$ cat config.mk
export PLATFORM = sky130hd
export DESIGN_NAME = data_path
export DESIGN_NICKNAME = d
export VERILOG_FILES = /design/src/rtl/data_path.sv
export SDC_FILE = /design/constraint.sdc
export NUM_CORES = 1
export LEC_CHECK = 0
export BUFFER_PORTS_ARGS = -buffer_cell sky130_fd_sc_hd__buf_2
export CAP_MARGIN = 20
export CORE_MARGIN = 5
export CORE_UTILIZATION = 45
export CTS_BUF_LIST = sky130_fd_sc_hd__clkbuf_8 sky130_fd_sc_hd__clkbuf_16
export DETAILED_ROUTE_END_ITERATION = 10
export PLACE_DENSITY_LB_ADDON = 0.2
export SYNTH_ARGS = -nofsm -noshare
export SYNTH_HDL_FRONTEND = slang
export SYNTH_SLANG_ARGS = --single-unit
$ cat constraint.sdc
create_clock -name clk -period 12.9 [get_ports clk]
set_input_delay 0.645 -clock clk [delete_from_list [all_inputs] [get_ports clk]]
set_output_delay 0.645 -clock clk [all_outputs]
set_load 0.05 [all_outputs]
$ cat src/rtl/data_path.sv
// 5-stage MIPS-subset core (IF/ID/EX/MEM/WB) with ROM, regfile, ALU and data RAM; no forwarding.
// Latency: one instruction per cycle; a result is written back 4 edges after it is fetched into ID.
// Backpressure: RAW hazards stall IF/ID and inject a bubble into ID/EX until the producer reaches WB.
module data_path #(
   parameter logic [31:0] RESET_PC   = 32'd100,
   parameter int          DMEM_WORDS = 64
) (
   input  logic        clk,
   input  logic        rst,
   output logic [31:0] pc,
   output logic [31:0] dinstOut,
   output logic        ewreg,
   output logic        em2reg,
   output logic        ewmem,
   output logic        ealuimm,
   output logic [3:0]  ealuc,
   output logic [4:0]  edestReg,
   output logic [31:0] eqa,
   output logic [31:0] eqb,
   output logic [31:0] eimm32,
   output logic        mwreg,
   output logic        mm2reg,
   output logic        mwmem,
   output logic [4:0]  mdestReg,
   output logic [31:0] mr,
   output logic [31:0] mqb,
   output logic        wwreg,
   output logic        wm2reg,
   output logic [4:0]  wdestReg,
   output logic [31:0] wr,
   output logic [31:0] wdo,
   output logic [1:0]  stall,
   output logic [31:0] wbData
);

   localparam int AW = $clog2(DMEM_WORDS);

   localparam logic [3:0] ALU_AND = 4'b0000;
   localparam logic [3:0] ALU_OR  = 4'b0001;
   localparam logic [3:0] ALU_ADD = 4'b0010;
   localparam logic [3:0] ALU_XOR = 4'b0011;
   localparam logic [3:0] ALU_SUB = 4'b0110;

   localparam logic [5:0] OP_RTYPE = 6'h00;
   localparam logic [5:0] OP_LW    = 6'h23;
   localparam logic [5:0] OP_SW    = 6'h2B;
   localparam logic [5:0] OP_ADDI  = 6'h08;

   // Program image; word index is the byte PC divided by 4.
   function automatic logic [31:0] rom_word(input logic [29:0] widx);
      case (widx)
         30'd25:  rom_word = 32'h00221820; // add $3,$1,$2
         30'd26:  rom_word = 32'h01232022; // sub $4,$9,$3
         30'd27:  rom_word = 32'h00692825; // or  $5,$3,$9
         30'd28:  rom_word = 32'h00693026; // xor $6,$3,$9
         30'd29:  rom_word = 32'h00693824; // and $7,$3,$9
         default: rom_word = 32'h00000000;
      endcase
   endfunction

   function automatic logic [31:0] reg_init(input int idx);
      case (idx)
         1:       reg_init = 32'hA00000AA;
         2:       reg_init = 32'h10000011;
         3:       reg_init = 32'h20000022;
         4:       reg_init = 32'h30000033;
         5:       reg_init = 32'h40000044;
         6:       reg_init = 32'h50000055;
         7:       reg_init = 32'h60000066;
         8:       reg_init = 32'h70000077;
         9:       reg_init = 32'h80000088;
         10:      reg_init = 32'h90000099;
         default: reg_init = 32'h00000000;
      endcase
   endfunction

   function automatic logic [31:0] dmem_init(input int idx);
      case (idx)
         0:       dmem_init = 32'hA00000AA;
         1:       dmem_init = 32'h10000011;
         2:       dmem_init = 32'h20000022;
         3:       dmem_init = 32'h30000033;
         4:       dmem_init = 32'h40000044;
         default: dmem_init = 32'h00000000;
      endcase
   endfunction

   logic [31:0] regs [32];
   logic [31:0] dmem [DMEM_WORDS];

   // ID-stage fields of the held instruction
   logic [5:0]  op;
   logic [5:0]  funct;
   logic [4:0]  rs;
   logic [4:0]  rt;
   logic [4:0]  rd;
   assign op    = dinstOut[31:26];
   assign rs    = dinstOut[25:21];
   assign rt    = dinstOut[20:16];
   assign rd    = dinstOut[15:11];
   assign funct = dinstOut[5:0];

   logic        d_wreg;
   logic        d_m2reg;
   logic        d_wmem;
   logic        d_aluimm;
   logic        d_regrt;
   logic        d_uses_rt;
   logic [3:0]  d_aluc;
   logic [4:0]  d_dest;
   logic [31:0] d_qa;
   logic [31:0] d_qb;
   logic [31:0] d_imm;

   // Control decode; anything unrecognised becomes a NOP that writes nothing.
   always_comb begin
      d_wreg    = 1'b0;
      d_m2reg   = 1'b0;
      d_wmem    = 1'b0;
      d_aluimm  = 1'b0;
      d_regrt   = 1'b0;
      d_uses_rt = 1'b0;
      d_aluc    = ALU_AND;
      case (op)
         OP_RTYPE: begin
            d_uses_rt = 1'b1;
            case (funct)
               6'h20: begin d_wreg = 1'b1; d_aluc = ALU_ADD; end
               6'h22: begin d_wreg = 1'b1; d_aluc = ALU_SUB; end
               6'h24: begin d_wreg = 1'b1; d_aluc = ALU_AND; end
               6'h25: begin d_wreg = 1'b1; d_aluc = ALU_OR;  end
               6'h26: begin d_wreg = 1'b1; d_aluc = ALU_XOR; end
               default: ;
            endcase
         end
         OP_LW: begin
            d_wreg   = 1'b1;
            d_m2reg  = 1'b1;
            d_aluimm = 1'b1;
            d_regrt  = 1'b1;
            d_aluc   = ALU_ADD;
         end
         OP_SW: begin
            d_wmem    = 1'b1;
            d_aluimm  = 1'b1;
            d_regrt   = 1'b1;
            d_uses_rt = 1'b1;
            d_aluc    = ALU_ADD;
         end
         OP_ADDI: begin
            d_wreg   = 1'b1;
            d_aluimm = 1'b1;
            d_regrt  = 1'b1;
            d_aluc   = ALU_ADD;
         end
         default: ;
      endcase
   end

   assign d_dest = d_regrt ? rt : rd;
   assign d_qa   = (rs == 5'd0) ? 32'd0 : regs[rs];
   assign d_qb   = (rt == 5'd0) ? 32'd0 : regs[rt];
   assign d_imm  = {{16{dinstOut[15]}}, dinstOut[15:0]};

   // RAW detection against EX then MEM producers; WB producers are covered by the negedge write.
   logic hit_e;
   logic hit_m;
   assign hit_e = ewreg && (edestReg != 5'd0) &&
                  ((edestReg == rs) || (d_uses_rt && (edestReg == rt)));
   assign hit_m = mwreg && (mdestReg != 5'd0) &&
                  ((mdestReg == rs) || (d_uses_rt && (mdestReg == rt)));
   assign stall = hit_e ? 2'b01 : (hit_m ? 2'b10 : 2'b00);

   // IF stage: PC and IF/ID register hold while a hazard is outstanding.
   always_ff @(posedge clk or posedge rst) begin
      if (rst) begin
         pc       <= RESET_PC;
         dinstOut <= 32'd0;
      end else if (stall == 2'b00) begin
         pc       <= pc + 32'd4;
         dinstOut <= rom_word(pc[31:2]);
      end
   end

   // ID/EX register: a bubble (all zero) is inserted while stalled.
   always_ff @(posedge clk or posedge rst) begin
      if (rst) begin
         ewreg    <= 1'b0;
         em2reg   <= 1'b0;
         ewmem    <= 1'b0;
         ealuimm  <= 1'b0;
         ealuc    <= 4'd0;
         edestReg <= 5'd0;
         eqa      <= 32'd0;
         eqb      <= 32'd0;
         eimm32   <= 32'd0;
      end else if (stall != 2'b00) begin
         ewreg    <= 1'b0;
         em2reg   <= 1'b0;
         ewmem    <= 1'b0;
         ealuimm  <= 1'b0;
         ealuc    <= 4'd0;
         edestReg <= 5'd0;
         eqa      <= 32'd0;
         eqb      <= 32'd0;
         eimm32   <= 32'd0;
      end else begin
         ewreg    <= d_wreg;
         em2reg   <= d_m2reg;
         ewmem    <= d_wmem;
         ealuimm  <= d_aluimm;
         ealuc    <= d_aluc;
         edestReg <= d_dest;
         eqa      <= d_qa;
         eqb      <= d_qb;
         eimm32   <= d_imm;
      end
   end

   logic [31:0] alu_b;
   logic [31:0] alu_r;
   assign alu_b = ealuimm ? eimm32 : eqb;

   // ALU: wrapping arithmetic, no overflow detection.
   always_comb begin
      alu_r = 32'd0;
      case (ealuc)
         ALU_ADD: alu_r = eqa + alu_b;
         ALU_SUB: alu_r = eqa - alu_b;
         ALU_AND: alu_r = eqa & alu_b;
         ALU_OR:  alu_r = eqa | alu_b;
         ALU_XOR: alu_r = eqa ^ alu_b;
         default: alu_r = 32'd0;
      endcase
   end

   // EX/MEM register
   always_ff @(posedge clk or posedge rst) begin
      if (rst) begin
         mwreg    <= 1'b0;
         mm2reg   <= 1'b0;
         mwmem    <= 1'b0;
         mdestReg <= 5'd0;
         mr       <= 32'd0;
         mqb      <= 32'd0;
      end else begin
         mwreg    <= ewreg;
         mm2reg   <= em2reg;
         mwmem    <= ewmem;
         mdestReg <= edestReg;
         mr       <= alu_r;
         mqb      <= eqb;
      end
   end

   // Data RAM is word addressed; only the low address bits that fit the depth select a word.
   logic [AW-1:0] dmem_idx;
   logic [31:0]   mem_rd;
   assign dmem_idx = mr[AW+1:2];
   assign mem_rd   = dmem[dmem_idx];

   // Data RAM: reinitialised by reset, stores on the rising edge.
   always_ff @(posedge clk or posedge rst) begin
      if (rst) begin
         for (int i = 0; i < DMEM_WORDS; i++) begin
            dmem[i] <= dmem_init(i);
         end
      end else if (mwmem) begin
         dmem[dmem_idx] <= mqb;
      end
   end

   // MEM/WB register
   always_ff @(posedge clk or posedge rst) begin
      if (rst) begin
         wwreg    <= 1'b0;
         wm2reg   <= 1'b0;
         wdestReg <= 5'd0;
         wr       <= 32'd0;
         wdo      <= 32'd0;
      end else begin
         wwreg    <= mwreg;
         wm2reg   <= mm2reg;
         wdestReg <= mdestReg;
         wr       <= mr;
         wdo      <= mem_rd;
      end
   end

   assign wbData = wm2reg ? wdo : wr;

   // Register file: written on the falling edge so ID sees WB results in the same cycle.
   always_ff @(negedge clk or posedge rst) begin
      if (rst) begin
         for (int i = 0; i < 32; i++) begin
            regs[i] <= reg_init(i);
         end
      end else if (wwreg && (wdestReg != 5'd0)) begin
         regs[wdestReg] <= wbData;
      end
   end

   // PC byte offset and address bits beyond the RAM depth carry no meaning here.
   logic unused_bits;
   assign unused_bits = ^{pc[1:0], mr[1:0], mr[31:AW+2]};

endmodule

==> results of run 1 <==
per-layer routing:
layer	vias to the layer above	GRT usage	share of wire
li1	5792	-	-
met3	95	0.0439	0.068
met1	6480	0.312	0.43
met2	443	0.352	0.47
met4	0	0.0684	0.029
met5	-	0	0
worst paths after layout:
kind / startpoint / endpoint / cells past startpoint
max: wdestReg[2] / regs[941] / 3
min reg2reg: regs[1011] / regs[1011] / 0
max reg2reg: wdestReg[2] / regs[941] / 3
min in group clk: regs[1011] / regs[1011] / 0
min: rst / eqb[9] / 2
max in group asynchronous: rst / regs[993] / 3
kinds of logic after synthesis:
family | after synthesis | share of synthesized area
multiplexers | 171 | 0.142
other | 1 | 0.000203
adder cells (fa/ha/maj) | 107 | 0.0728
flip-flops | 350 | 0.475
AO/OA/AOI/OAI | 242 | 0.0830
buffers and inverters | 329 | 0.0934
AND/OR/NAND/NOR | 317 | 0.0897
XOR/XNOR | 92 | 0.0436
cell usage in the layout (no fill, tap or decap), types with 19 or more instances in the layout:
cell type / netlist / final
mux2_2: 96 / 96
nor2_1: 75 / 74
xnor2_1: 64 / 64
nand2_1: 82 / 82
o22ai_1: 24 / 24
o21ai_0: 49 / 49
mux4_2: 64 / 64
nand3_1: 19 / 19
ha_1: 106 / 106
dfrtn_1: 116 / 116
a211oi_1: 21 / 21
a21oi_1: 81 / 81
dfrtp_1: 219 / 214
conb_1: 1 / 79
and3_1: 52 / 52
clkbuf_16: 0 / 43
inv_1: 103 / 127
buf_2: 3 / 272
xor2_1: 28 / 28
area by class of cell:
| class | instances | area [sq um] |
|---|---|---|
| well taps | 532 | 666 |
| repair buffers | 289 | 1520 |
| clock buffers | 48 | 1140 |
| multi-input cells | 1008 | 8320 |
| inverters | 102 | 387 |
| flip-flops and latches | 350 | 8780 |
| clock inverters | 40 | 236 |
| fillers | 3641 | 19700 |
power groups by stage:
stage                     logic [uW]  registers, uW  clock network, uW
after global routing            79.9           1100               1230
after detailed placement        73.2           1120               6.19
final                           73.3           1100               1150
after floorplan                 84.5           1120               6.19
after CTS                       73.3           1100               1180
after global placement          72.9           1120               6.19
sequential cells by signal (all words and copies together) (netlist names):
name and flops:
dinstOut 9, mwreg 1, edestReg 3, mdestReg 3, ewreg 1, mr 32, wdo 4, wr 32
eimm32 4, ealuc 3, wdestReg 3, regs 128, pc 30, eqb 32, mqb 32, eqa 32
wwreg 1
worst max-delay path: cells and delay by family, from the launching register on:
family                 cells  cell delay (ps)
buffers and inverters      1              490
DFF                        1              450
and+or+nand+nor            1              280
muxes                      1              400
metrics by stage:
step                power, uW  hold WS [ps]   util
global placement         1200           336  0.482
global route             2410          93.1  0.517
finish                   2330          89.6  0.517
detailed placement       1200           342  0.482
floorplan                1210           402      -
CTS                      2350          70.7  0.516
==> key figures, run 1 <==
Outcome
  – Status: complete, no violations

Global routing
  – First-pass GRT wire length: about 77000 um
  – Largest net degree at the start of global routing: approximately 190
  – Vias in the first global route: about 13k
  – Initial antenna violation count: 1
  – Total GRT Usage: 0.222
  – GRT overflow: 0

Clock network
  – Total CTS buffers: 41
  – Resize count post-CTS: 0
  – Post-CTS Hold Fix Bufs: 0
  – Clock sink count: 350
  – CTS Buffer Depth: 3
  – Worst skew pair latency: 600 ps
  – Root buffer cell: clkbuf_16
  – Register clock-pin slew on the reported worst setup and hold paths: 60 ps
  – # Post-CTS Setup Buffers: 0
  – CTS tree: done
  – H-tree levels: 2

STA
  – Slew @ Worst Pin: about 1100 ps
  – Final setup vio count: 0
  – Final WS setup: around 4600 ps
  – Final hold viol count: 0
  – Post-Route Setup TNS: 0 ps
  – Slew margin rel.: 0.283
  – Layout Skew: ~63 ps
  – RSZ-0062 raised after global routing: no
  – Slew Limit Fails: 0

Pwr
  – Flop pwr share: 0.473
  – Combinational Power Share: 0.032
  – Switching share of power: 0.231
  – Sw power: roughly 540 uW
  – Leak pwr: 0.0111 uW
  – Max VDD drop: between 0.00008 and 0.00009 V
  – Power Dens Cells: between 100 and 150 nW/um^2
  – Pint: 1790 uW
  – Clock power frac: 0.495

Route
  – Vias: 12.8k
  – Remaining antenna violation count: 0
  – Wire per inst: ~21 um
  – Vias per inst: about 5.4
  – DRC violations left: 0
  – Initial DRC count: 738
  – 1st-pass router iterations: 5
  – Drt total wl: approximately 51000 um

Logic synthesis
  – Synth area leader: dfrtp_1
  – Dominant cells by area after synthesis: dfrtp_1 30%, dfrtn_1 16%, mux4_2 7.8%
  – Synthesized cell area: 18500 sq um
  – Most used DFF post-synth: dfrtp_1
  – Post-synth EDFFs: 0
  – Avg Inst Size Synth: about 11 sq um
  – Yosys warning total: 0
  – Top cell type's share of synthesized area: 0.296
  – Netlist cell types: 76
  – Sequential-to-total area share from yosys stat: 0.475
  – Post-synth ARST share: 1.00
  – Synth Register Bits: 350
  – Count leader, synth: dfrtp_1
  – Post-synth top cells: 219 x dfrtp_1, 130 x buf_4, 116 x dfrtn_1, 106 x ha_1, 103 x inv_1
  – Mapped Cells: about 1.6k

Placement
  – Place WS: 4460 ps
  – IO buf count: ~270
  – DP Area: a little under 20000 sq um
  – Cells after DPL: 2281
  – Dpl hpwl: approximately 35000 um
  – GPL Wtd Cong: between 0.9 and 1

Setup path
  – R2R Setup Slk: around 4600 ps
  – Setup crit end kind: register
  – CP arrival: between 2000 and 2500 ps
  – CP Cell Sequence: nor4bb_4, buf_4, mux2_2
  – Worst setup path class: register to register
  – Slowest stage cell on the critical path: buf_4
  – CP Data Required Time: around 6800 ps
  – Worst setup SP type: register
  – Largest stage delay on the critical path: 490 ps
  – Critical Path Fanout Max: 32

Die
  – Die area: ~45000 sq um
  – Die H: roughly 210 um
  – IO Pins: roughly 350
  – Core area: slightly above 40000 sq um
  – Starting density of the core: 0.454
  – Chip width: about 210 um
  – # rows: between 70 and 80

Finish
  – Final Instance Area: roughly 21000 sq um
  – Layout Cells excl Fill: roughly 2.4k
  – Layout Area Growth over Synthesis: 13.9%
  – Final nets: around 1.9k
  – Ratio of cells with drive above 1 in the final layout: 0.308
  – N_diodes: 0

Min path
  – Hold Path Class: primary input to async pin

Job
  – Max cap viols: 0
Power figures use the tool's default switching activity.
==> run 2: changes to the inputs <==
==> constraint.sdc (replaced) <==
create_clock -name clk -period 6.95 [get_ports clk]
set_input_delay 0.3475 -clock clk [delete_from_list [all_inputs] [get_ports clk]]
set_output_delay 0.3475 -clock clk [all_outputs]
set_load 0.05 [all_outputs]
==> key figures, run 2 (same netlist as run 1, synthesis figures left out) <==
Route
  – Vias per inst: 5.39
  – Remaining antenna violation count: 0
  – Initial DRC count: about 730
  – 1st-pass router iterations: 5
  – DRC violations left: 0
  – Vias: roughly 13k
  – Drt total wl: 51600 um
  – Wire per inst: 21.7 um

Pwr
  – Leak pwr: between 0.01 and 0.015 uW
  – Power Dens Cells: roughly 210 nW/um^2
  – Max VDD drop: about 0.00015 V

STA
  – RSZ-0062 raised after global routing: no
  – Post-Route Setup TNS: 0 ps
  – Layout Skew: 62.4 ps
  – Final hold slack: 341 ps
  – Slew @ Worst Pin: slightly below 1000 ps
  – Slew Limit Fails: 0
  – Final setup vio count: 0
  – Final hold viol count: 0
  – Slew margin rel.: 0.352

Placement
  – GPL Wtd Cong: between 0.9 and 1
  – Cells after DPL: 2288
  – Dpl hpwl: between 30000 and 40000 um
  – IO buf count: between 200 and 300

Die
  – Starting density of the core: 0.454
  – Core area: about 41000 sq um
  – IO Pins: about 350
  – Chip width: 213 um
  – Die area: 45200 sq um
  – Die H: about 210 um
  – # rows: 74

Finish
  – Final nets: ~1.9k
  – Filler Cell Count: around 3.6k
  – Layout Area Growth over Synthesis: 14.6%
  – Ratio of cells with drive above 1 in the final layout: 0.312
  – Most frequent cells in the layout: 272 x buf_2, 214 x dfrtp_1, 124 x inv_1
  – Number of flip-flops in the largest register: 128
  – Layout Cells excl Fill: between 2k and 2.5k
  – Most flops, register: regs
  – Most common cell after layout, fill and taps aside: buf_2
  – Post-layout util: 0.520

Clock network
  – Resize count post-CTS: 0
  – Worst skew pair latency: about 600 ps
  – Post-CTS Hold Fix Bufs: 1
  – Clock sink count: 350
  – # Post-CTS Setup Buffers: 0
  – Root buffer cell: clkbuf_16
  – CTS tree: done
  – CTS Buffer Depth: 3
  – Total CTS buffers: 41
  – H-tree levels: 2
  – Register clock-pin slew on the reported worst setup and hold paths: ~60 ps

Global routing
  – Total GRT Usage: 0.224
  – Largest net degree at the start of global routing: about 100
  – GRT overflow: 0
  – Initial antenna violation count: 3
  – First-pass GRT wire length: roughly 78000 um
  – Vias in the first global route: about 13k

Min path
  – Hold Path Sink: regs[1006]
  – Hold Path Class: register to register
  – Hold Crit Depth: 0
  – Hold_sp: regs[1006]

Setup path
  – Reg2reg start: wdestReg[1]
  – Worst setup path class: register to register
  – CP arrival: about 2200 ps
  – Reg-to-Reg End: regs[973]
  – Slowest stage cell on the critical path: buf_4
  – Worst r2r path cells: 3
  – Setup crit end kind: register
  – R2R Setup Slk: between 1500 and 2000 ps
  – CP Data Required Time: just under 4000 ps
  – Critical Path Fanout Max: 32
  – Worst setup SP type: register
  – Largest stage delay on the critical path: around 500 ps
  – CP Cell Sequence: nor4bb_4, buf_4, mux2_2

Job
  – Max cap viols: 0

Outcome
  – Status: complete, no violations
run 2: changes by cell type in the layout (fill, tap and decap cells not counted), sizes merged:
cell,change
clkinv,-5
buf,+6
bufinv,+2
diode,+1
dlygate4sd3,+1
clkbuf,+3
run 2: worst max-delay path by stage:
stage                startpoint         end
floorplan                   rst  regs[1000]
global placement    wdestReg[2]   regs[975]
detailed placement  wdestReg[2]   regs[962]
CTS                 wdestReg[2]   regs[962]
global route        wdestReg[2]   regs[935]
finish              wdestReg[1]   regs[973]
run 2: stage by stage:
stage	power [uW]	cell area [sq um]	setup slack [ps]
detailed placement	2230	19700	1670
floorplan	2250	18800	-1370
CTS	4480	21200	1660
global placement	2230	19700	1700
global route	4580	21200	1590
finish	4420	21200	1690
run 2: power by group:
| part | internal [uW] | switching (uW) |
|---|---|---|
| registers | 2040 | 0 |
| clock network | 1370 | 870 |
| logic | 4.79 | 133 |
| total | 3410 | 1000 |
run 2: final cells by class:
class                   instances  area, sq um  share of cell area
repair buffers                296         1570              0.0741
diodes                          1         2.50            0.000118
multi-input cells            1008         8320               0.393
clock buffers                  51         1210              0.0571
well taps                     532          666              0.0314
flip-flops and latches        350         8780               0.415
clock inverters                37          248              0.0117
inverters                     102          387              0.0183
run 2: critical path: cells and delay by family (launching register included):
kind,cells,cell delay [ps]
buf+inv,1,500
flops,1,430
mux,1,400
simple gates,1,280
run 2: per-layer routing:
metal  global-route usage  share of wire
met2                0.351           0.47
met1                0.320           0.44
met5                    0              0
met3               0.0433          0.070
met4               0.0684          0.027
==> run 3: changes to the inputs <==
==> constraint.sdc (replaced) <==
create_clock -name clk -period 5.25 [get_ports clk]
set_input_delay 0.2625 -clock clk [delete_from_list [all_inputs] [get_ports clk]]
set_output_delay 0.2625 -clock clk [all_outputs]
set_load 0.05 [all_outputs]
==> key figures, run 3 (same netlist as run 1, synthesis figures left out) <==
Global routing
  – Grt met3 use: 0.0438
  – GRT overflow: 0
  – GRT busiest layer: met2
  – Grt met1 use: 0.311
  – M2 GR Usage: 0.354
  – Initial antenna violation count: 3
  – Total GRT Usage: 0.223
  – First-pass GRT wire length: just under 80000 um
  – Vias in the first global route: 12.9k
  – Largest net degree at the start of global routing: 61

Route
  – Wire per inst: around 21 um
  – Vias: around 13k
  – Drt total wl: just over 50000 um
  – DRC violations left: 0
  – Vias per inst: 5.34
  – Remaining antenna violation count: 0
  – Initial DRC count: roughly 730
  – 1st-pass router iterations: 5

Placement
  – IO buf count: about 270
  – Dpl hpwl: between 30000 and 40000 um
  – DP Area: between 15000 and 20000 sq um
  – Cells after DPL: 2290
  – GPL Wtd Cong: 0.898

STA
  – Layout Skew: just over 60 ps
  – Slew margin rel.: 0.353
  – Final hold viol count: 0
  – Slew @ Worst Pin: roughly 970 ps
  – RSZ-0062 raised after global routing: no
  – Slew Limit Fails: 0
  – Final setup vio count: 0

Setup path
  – CP Cell Sequence: nor4bb_4, buf_4, mux2_2
  – Critical Path Fanout Max: 32
  – CP arrival: 2190 ps
  – CP Data Required Time: between 3000 and 4000 ps
  – Largest stage delay on the critical path: between 400 and 500 ps
  – Worst setup SP type: register
  – Slowest stage cell on the critical path: buf_4
  – Cell family with most CP delay: buffers and inverters
  – CP bufs+invs: 1
  – Worst setup path class: register to register
  – Setup crit end kind: register

Clock network
  – CTS tree: done
  – Worst skew pair latency: 610 ps
  – # Post-CTS Setup Buffers: 0
  – CTS Buffer Depth: 3
  – Clock sink count: 350
  – Resize count post-CTS: 0
  – Post-CTS Hold Fix Bufs: 1
  – Root buffer cell: clkbuf_16
  – Total CTS buffers: between 40 and 50
  – Register clock-pin slew on the reported worst setup and hold paths: approximately 50 ps
  – H-tree levels: 2

Finish
  – Most common cell after layout, fill and taps aside: buf_2
  – Register area: just under 9000 sq um
  – Filler Cell Count: around 3.6k
  – Ratio of cells with drive above 1 in the final layout: 0.313
  – Layout Area Growth over Synthesis: 14.5%
  – Most frequent cells in the layout: 272 x buf_2, 214 x dfrtp_1, 120 x inv_1
  – Footprint of the multi-input gates: approximately 8300 sq um
  – Number of flip-flops in the largest register: 128
  – Final Instance Area: between 20000 and 25000 sq um
  – Final nets: between 1.5k and 2k
  – Most flops, register: regs
  – Layout Cells excl Fill: ~2.4k

Pwr
  – Power Dens Cells: about 270 nW/um^2
  – Max VDD drop: 0.000192 V
  – Leak pwr: 0.0111 uW

Die
  – Die area: around 45000 sq um
  – Starting density of the core: 0.454
  – # rows: 74
  – Core area: 40700 sq um
  – Chip width: between 200 and 250 um
  – Die H: between 200 and 250 um
  – IO Pins: around 350

Min path
  – Hold Path Class: register to register

Job
  – Max cap viols: 0

Outcome
  – Status: complete, no violations
==> run 3: cell count changes in the layout (fill, tap and decap cells not counted), sizes merged <==
| cell | change |
|---|---|
| buf | +2 |
| bufinv | -3 |
| clkinv | +8 |
| clkinvlp | +1 |
| inv | -7 |
==> run 3: cell type report <==
class                   count  share of cell area
diodes                      1            0.000118
clock buffers              51              0.0566
clock inverters            36              0.0101
inverters                 102              0.0183
multi-input cells        1008               0.393
flip-flops and latches    350               0.415
well taps                 532              0.0315
repair buffers            298              0.0754
==> run 3: through the flow <==
stage                     total power [uW]  utilization  setup TNS, ps  worst slack, ps  hold WS [ps]
after floorplan                       2980            -        -260620            -2140           402
after global placement                2950        0.485              0              861           336
after detailed placement              2950        0.485              0              831           342
after CTS                             5860        0.519              0              807           342
after global routing                  6000        0.519              0              663           348
final                                 5790        0.519              0              832           338
==> run 3: path summary, 6_finish.rpt <==
path                                   end  depth (start not counted)   startpoint  slack [ps]
worst max-delay path             regs[971]                          3  wdestReg[2]         830
min in group asynchronous           mr[20]                          3          rst         440
max in group asynchronous        regs[941]                          4          rst        1410
worst min-delay path            regs[1002]                          0   regs[1002]         340
worst max register to register   regs[971]                          3  wdestReg[2]         830
worst min register to register  regs[1002]                          0   regs[1002]         340
==> run 3: power by group <==
| group | switching (uW) | internal (uW) |
|---|---|---|
| sequential | 0 | 2700 |
| combinational | 177 | 8.41 |
| clock | 1180 | 1720 |
| total | 1360 | 4430 |
==> run 3: layer usage <==
| metal | share of wire | wire length [um] |
|---|---|---|
| met1 | 0.44 | 22200 |
| met2 | 0.47 | 23800 |
| met3 | 0.070 | 3580 |
| met4 | 0.027 | 1370 |
| met5 | 0 | 0 |
